**config.mk**
```make
export PLATFORM = sky130hd
export DESIGN_NAME = jtag_param_dr
export DESIGN_NICKNAME = d
export VERILOG_FILES = /design/src/rtl/jtag_param_dr.sv
export SDC_FILE = /design/constraint.sdc
export NUM_CORES = 1
export LEC_CHECK = 0
export BUFFER_PORTS_ARGS = -buffer_cell sky130_fd_sc_hd__buf_2
export CAP_MARGIN = 10
export CORE_ASPECT_RATIO = 0.5
export CORE_MARGIN = 10
export CORE_UTILIZATION = 30
export DETAILED_ROUTE_END_ITERATION = 10
export PLACE_DENSITY = 0.62
export SLEW_MARGIN = 20
export SYNTH_ARGS = -nofsm -noshare
export SYNTH_HDL_FRONTEND = slang
export SYNTH_SLANG_ARGS = --single-unit
export TNS_END_PERCENT = 30
```
**constraint.sdc**
```tcl
create_clock -name TCK -period 1.1 [get_ports TCK]
set_input_delay 0 -clock TCK [delete_from_list [all_inputs] [get_ports TCK]]
set_output_delay 0 -clock TCK [all_outputs]
set_load 0.05 [all_outputs]
```
**src/rtl/jtag_param_dr.sv**
```systemverilog
// jtag_param_dr: parametrised JTAG test data register.
// The register captures a value, shifts it out LSB first while shifting TDI in, and
// commits the shifted value to a parallel update latch with a one-TCK strobe.
//
// Optional feature macro: DR_LENGTH_CHECK_EN
//   When this macro is defined, an update commits only if exactly WIDTH shifts happened
//   since the last capture. A wrong length sets a sticky len_err instead.
//   When it is undefined, every update commits and len_err is tied low.
//
// Ports:
//   TCK           JTAG test clock; all state changes on posedge
//   TRST          JTAG reset, asynchronous, active-low
//   TDI           serial data in
//   TDO           serial data out, equal to sr[0]; combinational, because the TAP mux retimes it
//   dr_select     this DR is selected by the current instruction
//   capture_dr    TAP is in Capture-DR
//   shift_dr      TAP is in Shift-DR
//   update_dr     TAP is in Update-DR
//   tlr_reset     TAP is in Test-Logic-Reset; acts as a synchronous reset
//   capture_data  parallel capture value, used only when CAPTURE_MODE=1
//   update_data   parallel update latch
//   update_strobe one-TCK pulse that comes with each change of update_data
//   len_err       sticky shift-length error
module jtag_param_dr #(
  parameter int unsigned      WIDTH        = 32,
  parameter int unsigned      CAPTURE_MODE = 0,
  parameter logic [WIDTH-1:0] RESET_VALUE  = WIDTH'(32'h1000_1003),
  parameter logic [WIDTH-1:0] UPDATE_RESET = '0
) (
  input  logic             TCK,
  input  logic             TRST,
  input  logic             TDI,
  output logic             TDO,
  input  logic             dr_select,
  input  logic             capture_dr,
  input  logic             shift_dr,
  input  logic             update_dr,
  input  logic             tlr_reset,
  input  logic [WIDTH-1:0] capture_data,
  output logic [WIDTH-1:0] update_data,
  output logic             update_strobe,
  output logic             len_err
);

  logic [WIDTH-1:0] sr;
  logic [WIDTH-1:0] ur;
  logic             do_capture_c;
  logic             do_shift_c;
  logic             do_update_c;
  logic             commit_c;
  logic [WIDTH-1:0] capture_value_c;

  // Decode the TAP controls with priority capture > shift > update (tlr_reset is above all of them)
  assign do_capture_c    = dr_select & capture_dr;
  assign do_shift_c      = dr_select & shift_dr & ~capture_dr;
  assign do_update_c     = dr_select & update_dr & ~capture_dr & ~shift_dr;
  assign capture_value_c = (CAPTURE_MODE != 0) ? capture_data : RESET_VALUE;

  assign TDO         = sr[0];
  assign update_data = ur;

  // Shift stage, update latch and strobe
  always_ff @(posedge TCK or negedge TRST) begin
    if (!TRST) begin
      sr            <= RESET_VALUE;
      ur            <= UPDATE_RESET;
      update_strobe <= 1'b0;
    end else if (tlr_reset) begin
      sr            <= RESET_VALUE;
      ur            <= UPDATE_RESET;
      update_strobe <= 1'b0;
    end else begin
      update_strobe <= 1'b0;
      if (do_capture_c) begin
        sr <= capture_value_c;
      end else if (do_shift_c) begin
        sr <= {TDI, sr[WIDTH-1:1]};
      end else if (do_update_c && commit_c) begin
        ur            <= sr;
        update_strobe <= 1'b1;
      end
    end
  end

`ifdef DR_LENGTH_CHECK_EN
  localparam int unsigned CNT_W = $clog2(WIDTH + 2);
  localparam logic [CNT_W-1:0] CNT_FULL = CNT_W'(WIDTH);
  localparam logic [CNT_W-1:0] CNT_MAX  = CNT_W'(WIDTH + 1);

  logic [CNT_W-1:0] cnt;

  assign commit_c = (cnt == CNT_FULL);

  // Shift counter: it saturates one count above WIDTH, so an over-length shift cannot wrap back to WIDTH
  always_ff @(posedge TCK or negedge TRST) begin
    if (!TRST) begin
      cnt     <= '0;
      len_err <= 1'b0;
    end else if (tlr_reset) begin
      cnt     <= '0;
      len_err <= 1'b0;
    end else if (do_capture_c) begin
      cnt     <= '0;
      len_err <= 1'b0;
    end else if (do_shift_c) begin
      if (cnt != CNT_MAX) begin
        cnt <= cnt + CNT_W'(1);
      end
    end else if (do_update_c && !commit_c) begin
      len_err <= 1'b1;
    end
  end
`else
  assign commit_c = 1'b1;
  assign len_err  = 1'b0;
`endif

endmodule

```
Word-level counts from Yosys, hierarchy flattened

Cells that the tools add are included.

Input port bits: 40
Register bits: 65
Output and inout port bits: 35

Bitwise gates (word level): 8
Equality and inequality tests: 2
Muxes and demuxes: 11
Reductions and logical operators: 3

Operators by type and width:

| kind               | count |
|---|---|
| $mux 32            | 7 |
| $and 1x1->1        | 6 |
| $mux 1             | 4 |
| $ne 2x2->1 const B | 2 |
| $reduce_and 3->1   | 1 |
| $reduce_bool 3->1  | 1 |
| $not 1->1          | 2 |
| $reduce_bool 2->1  | 1 |

Longest topological paths before layout

Depth after elaboration: 7
Gate-level depth with buffers: 5

Least setup slack after synthesis

No wires, ideal clock.

Path type: register to register
Start: register sr[0] (netlist name)
End: register sr[0]
Arrival: 0.980 ns
Path slack: 0.029 ns
Cell stages (with the launch flop): 3
Cell sequence: dfstp_2 -> nor2_1 -> o31ai_1

RTL lines:

| element              | line | text |
|---|---|---|
| to (signal assigned) | 75   | `sr <= capture_value_c;` |
| to (signal assigned) | 77   | `sr <= {TDI, sr[WIDTH-1:1]};` |
| to (decl)            | 45   | `logic [WIDTH-1:0] sr;` |

Worst setup path in the final report

Start: register sr[0]
End: output TDO

RTL lines:

| element   | line | text |
|---|---|---|
| to (decl) | 33   | `output logic TDO,` |

No word-level cell between the ends.

==> results.sh <==
export IMPL_status="completed"
export IMPL_fmax_mhz=946.0
export IMPL_ant_nets=0
export IMPL_cp_startpoint="sr[0]$_DFFE_PN1P_"
export IMPL_max_stage_delay_ns=0.57
export IMPL_cp_endpoint="TDO"
export IMPL_gp_congestion=0.7476
export IMPL_clkPwrFrac_pct=53.2
export IMPL_placed_area_um2=3598
export IMPL_final_util_pct=38.68
export IMPL_arrival_ns=1.06
export IMPL_clkTransAtPathRegs_ns=0.05
export IMPL_ys_types=28
export IMPL_criticalPathCategory="flip-flop to output pin"
export IMPL_pin_count=75
export IMPL_dieHeight_um=92.75
export IMPL_drv_slew=0
export IMPL_power_frac_comb_pct=6.9
export IMPL_wl_per_cell_um=16.72
export IMPL_path_cells="buf_6"
export IMPL_avgSynthCellArea_um2=12.80
export IMPL_synth_seq_area_share_pct=51.38
export IMPL_rsz0062_at_grt="no"
export IMPL_synth_edf_count=0
export IMPL_netlist_area_um2=3176
export IMPL_powerDensity_nw_per_um2=1528
export IMPL_reg2reg_from="sr[5]$_DFFE_PN0P_"
export IMPL_clock_sinks=65
export IMPL_via_count=2209
export IMPL_die_x_um=165.5
export IMPL_ys_flop_type="dfrtp_1"
export IMPL_worst_r2r_cell_count=2
export IMPL_drive_above_1_share_pct=39.66
export IMPL_seqPwrFrac_pct=39.9
export IMPL_synth_nets=288
export IMPL_nNetsFinal=330
export IMPL_cts_buffers=9
export IMPL_hold_path_class="input port to asynchronous set/reset pin"
export IMPL_grtUsageTotal_pct=9.992
export IMPL_antenna_found_initial=0
export IMPL_drt_initial_drc_count=142
export IMPL_final_area_um2=3976
export IMPL_grt_pass1_vias=2282
export IMPL_crit_fanout=4
export IMPL_setup_violations=0
export IMPL_worstSetupEndpointType="output pin"
export IMPL_cts_tree="yes"
export IMPL_grt_max_degree=49
export IMPL_worst_pin_slew_ns=0.9926
export IMPL_p_leak_nw=1.611
export IMPL_dr_pass1_iters=4
export IMPL_finalCritPeriodShare_pct=96.10
export IMPL_cts_max_level=3
export IMPL_slew_headroom_pct=33.82
export IMPL_viasPerCell=5.078
export IMPL_ys_warn_count=0
export IMPL_worstSetupStartpointType="flip-flop"
export IMPL_cts_root_buffer="clkbuf_16"
export IMPL_ir_worst_vdd_mv=0.7130
export IMPL_final_hold_viol_count=0
export IMPL_syn2layout_area_growth_pct=25.22
export IMPL_async_flop_share_pct=100.0
export IMPL_cp_num_buf_inv=1
export IMPL_grt_pass1_wl_mm=12.36
export IMPL_insertion_delay_ns=0.33
export IMPL_diodes=0
export IMPL_synth_seq_cells=65
export IMPL_cp_num_cells=1
export IMPL_p_int_mw=4.767
export IMPL_gr_total_overflow=0
export IMPL_hpwl_mm=4.886
export IMPL_p_sw_mw=1.311
export IMPL_crit_slowest_cell="dfstp_2"
export IMPL_start_util_pct=30.89
export IMPL_finalSetupTns_ns=0
export IMPL_row_count=26
export IMPL_r2r_end="sr[5]$_DFFE_PN0P_"
export IMPL_rrSetupSlack_ns=0.10
export IMPL_numPortBuffers=41
export IMPL_wirelength_mm=7.274
export IMPL_core_area_um2=10280
export IMPL_path_delay_family="flip-flops"
export IMPL_swShare_pct=21.57
export IMPL_clockBufferDepth=2
export IMPL_min_period_ns=1.057
export IMPL_drc_errors=0
export IMPL_required_ns=1.10
export IMPL_max_cap_viol_count=0
export IMPL_finClkSkew_ns=0.004518
export IMPL_die_area_um2=15350
export IMPL_synthCells=248
state kept, by name (all words and copies together), names as in the netlist:
register	flops
update_data	32
sr	32
update_strobe	1
per-stage QoR:
step                      cells  hold slack (ns)  setup WS [ns]  power (mW)
after detailed placement    416         -0.06220        -0.1704       2.885
after global placement      416         -0.07845       -0.09878       2.870
final                       435           0.1199        0.04292       6.078
after global routing        435           0.1565       0.003151       6.315
after floorplan             248          -0.2956        0.02930       2.716
after CTS                   434           0.1251        0.02873       6.168
layout by cell type, fill, tap and decap left out, drive strengths merged, types with 2 or more instances in the layout:
cell,netlist,layout
dlygate4sd3,0,2
a221oi,4,4
clkinvlp,0,2
dfrtp,61,61
o32a,3,3
buf,22,60
nand3,4,4
nand2b,4,4
o32ai,32,32
clkbuf,9,9
nor4bb,2,2
a32o,24,24
clkinv,0,2
inv,33,33
a21bo,4,4
dfstp,4,4
bufinv,0,3
nand3b,32,32
worst min-delay path by stage:
stage	from	to	slack, ns
4_1_cts	TRST	update_data[8]$_DFFE_PN0P_	0.13
3_3_place_gp	TRST	update_data[0]$_DFFE_PN0P_	-0.08
5_1_grt	TRST	update_data[8]$_DFFE_PN0P_	0.16
6_report	TRST	update_data[0]$_DFFE_PN0P_	0.12
2_1_floorplan	TRST	sr[10]$_DFFE_PN0P_	-0.30
3_5_place_dp	TRST	update_data[0]$_DFFE_PN0P_	-0.06
cell usage after synthesis (2+ instances only):
library cell	n	share of area, %
a21bo_2	4	1.3
a221oi_1	4	1.1
a32o_1	24	7.6
buf_2	14	2.2
buf_6	6	2.1
clkbuf_1	9	1.1
dfrtp_1	61	48
dfstp_2	4	3.3
inv_1	33	3.9
nand2b_1	4	0.79
nand3_1	4	0.63
nand3b_1	32	7.6
nor4bb_1	2	0.63
o32a_1	3	0.95
o32ai_1	2	0.55
o32ai_2	30	15
metal layers:
layer | global-route usage (%) | vias up | wire length [um]
met3 | 2.871 | 7 | 358
met2 | 16.21 | 46 | 3716
li1 | - | 1024 | -
met1 | 12.14 | 1132 | 3124
met4 | 4.360 | 0 | 75
met5 | 0 | - | 0
timing repair:
item / CTS / global route
hold endpoints to repair: 62 / 0
hold buffers: 2 / 0
setup endpoints to repair: 1 / 1
setup buffers: 0 / 1
cloned: 0 / 0
resized for setup: 2 / 0
area by class of cell:
class / instances / area, um2
clock buffer: 9 / 225.2
inverter: 33 / 123.9
tap: 140 / 175.2
timing repair buffer: 62 / 449.2
multi-input combinational: 119 / 1252
fill: 1001 / 6304
clock inverter: 7 / 118.9
sequential: 65 / 1632
logic make-up after synthesis:
family | share of synthesized area [%]
flip-flops | 51.38
buffers and inverters | 9.653
other | 0.1181
AO/OA/AOI/OAI | 27.54
AND/OR/NAND/NOR | 11.31
power groups by stage:
| stage | clock (mW) | sequential [mW] | combinational [mW] |
|---|---|---|---|
| CTS | 3.32 | 2.42 | 0.426 |
| detailed placement | 0 | 2.47 | 0.418 |
| global placement | 0 | 2.47 | 0.404 |
| global route | 3.43 | 2.43 | 0.458 |
| finish | 3.23 | 2.43 | 0.420 |
| floorplan | 0 | 2.49 | 0.228 |
(Power assumes the default switching activity.)
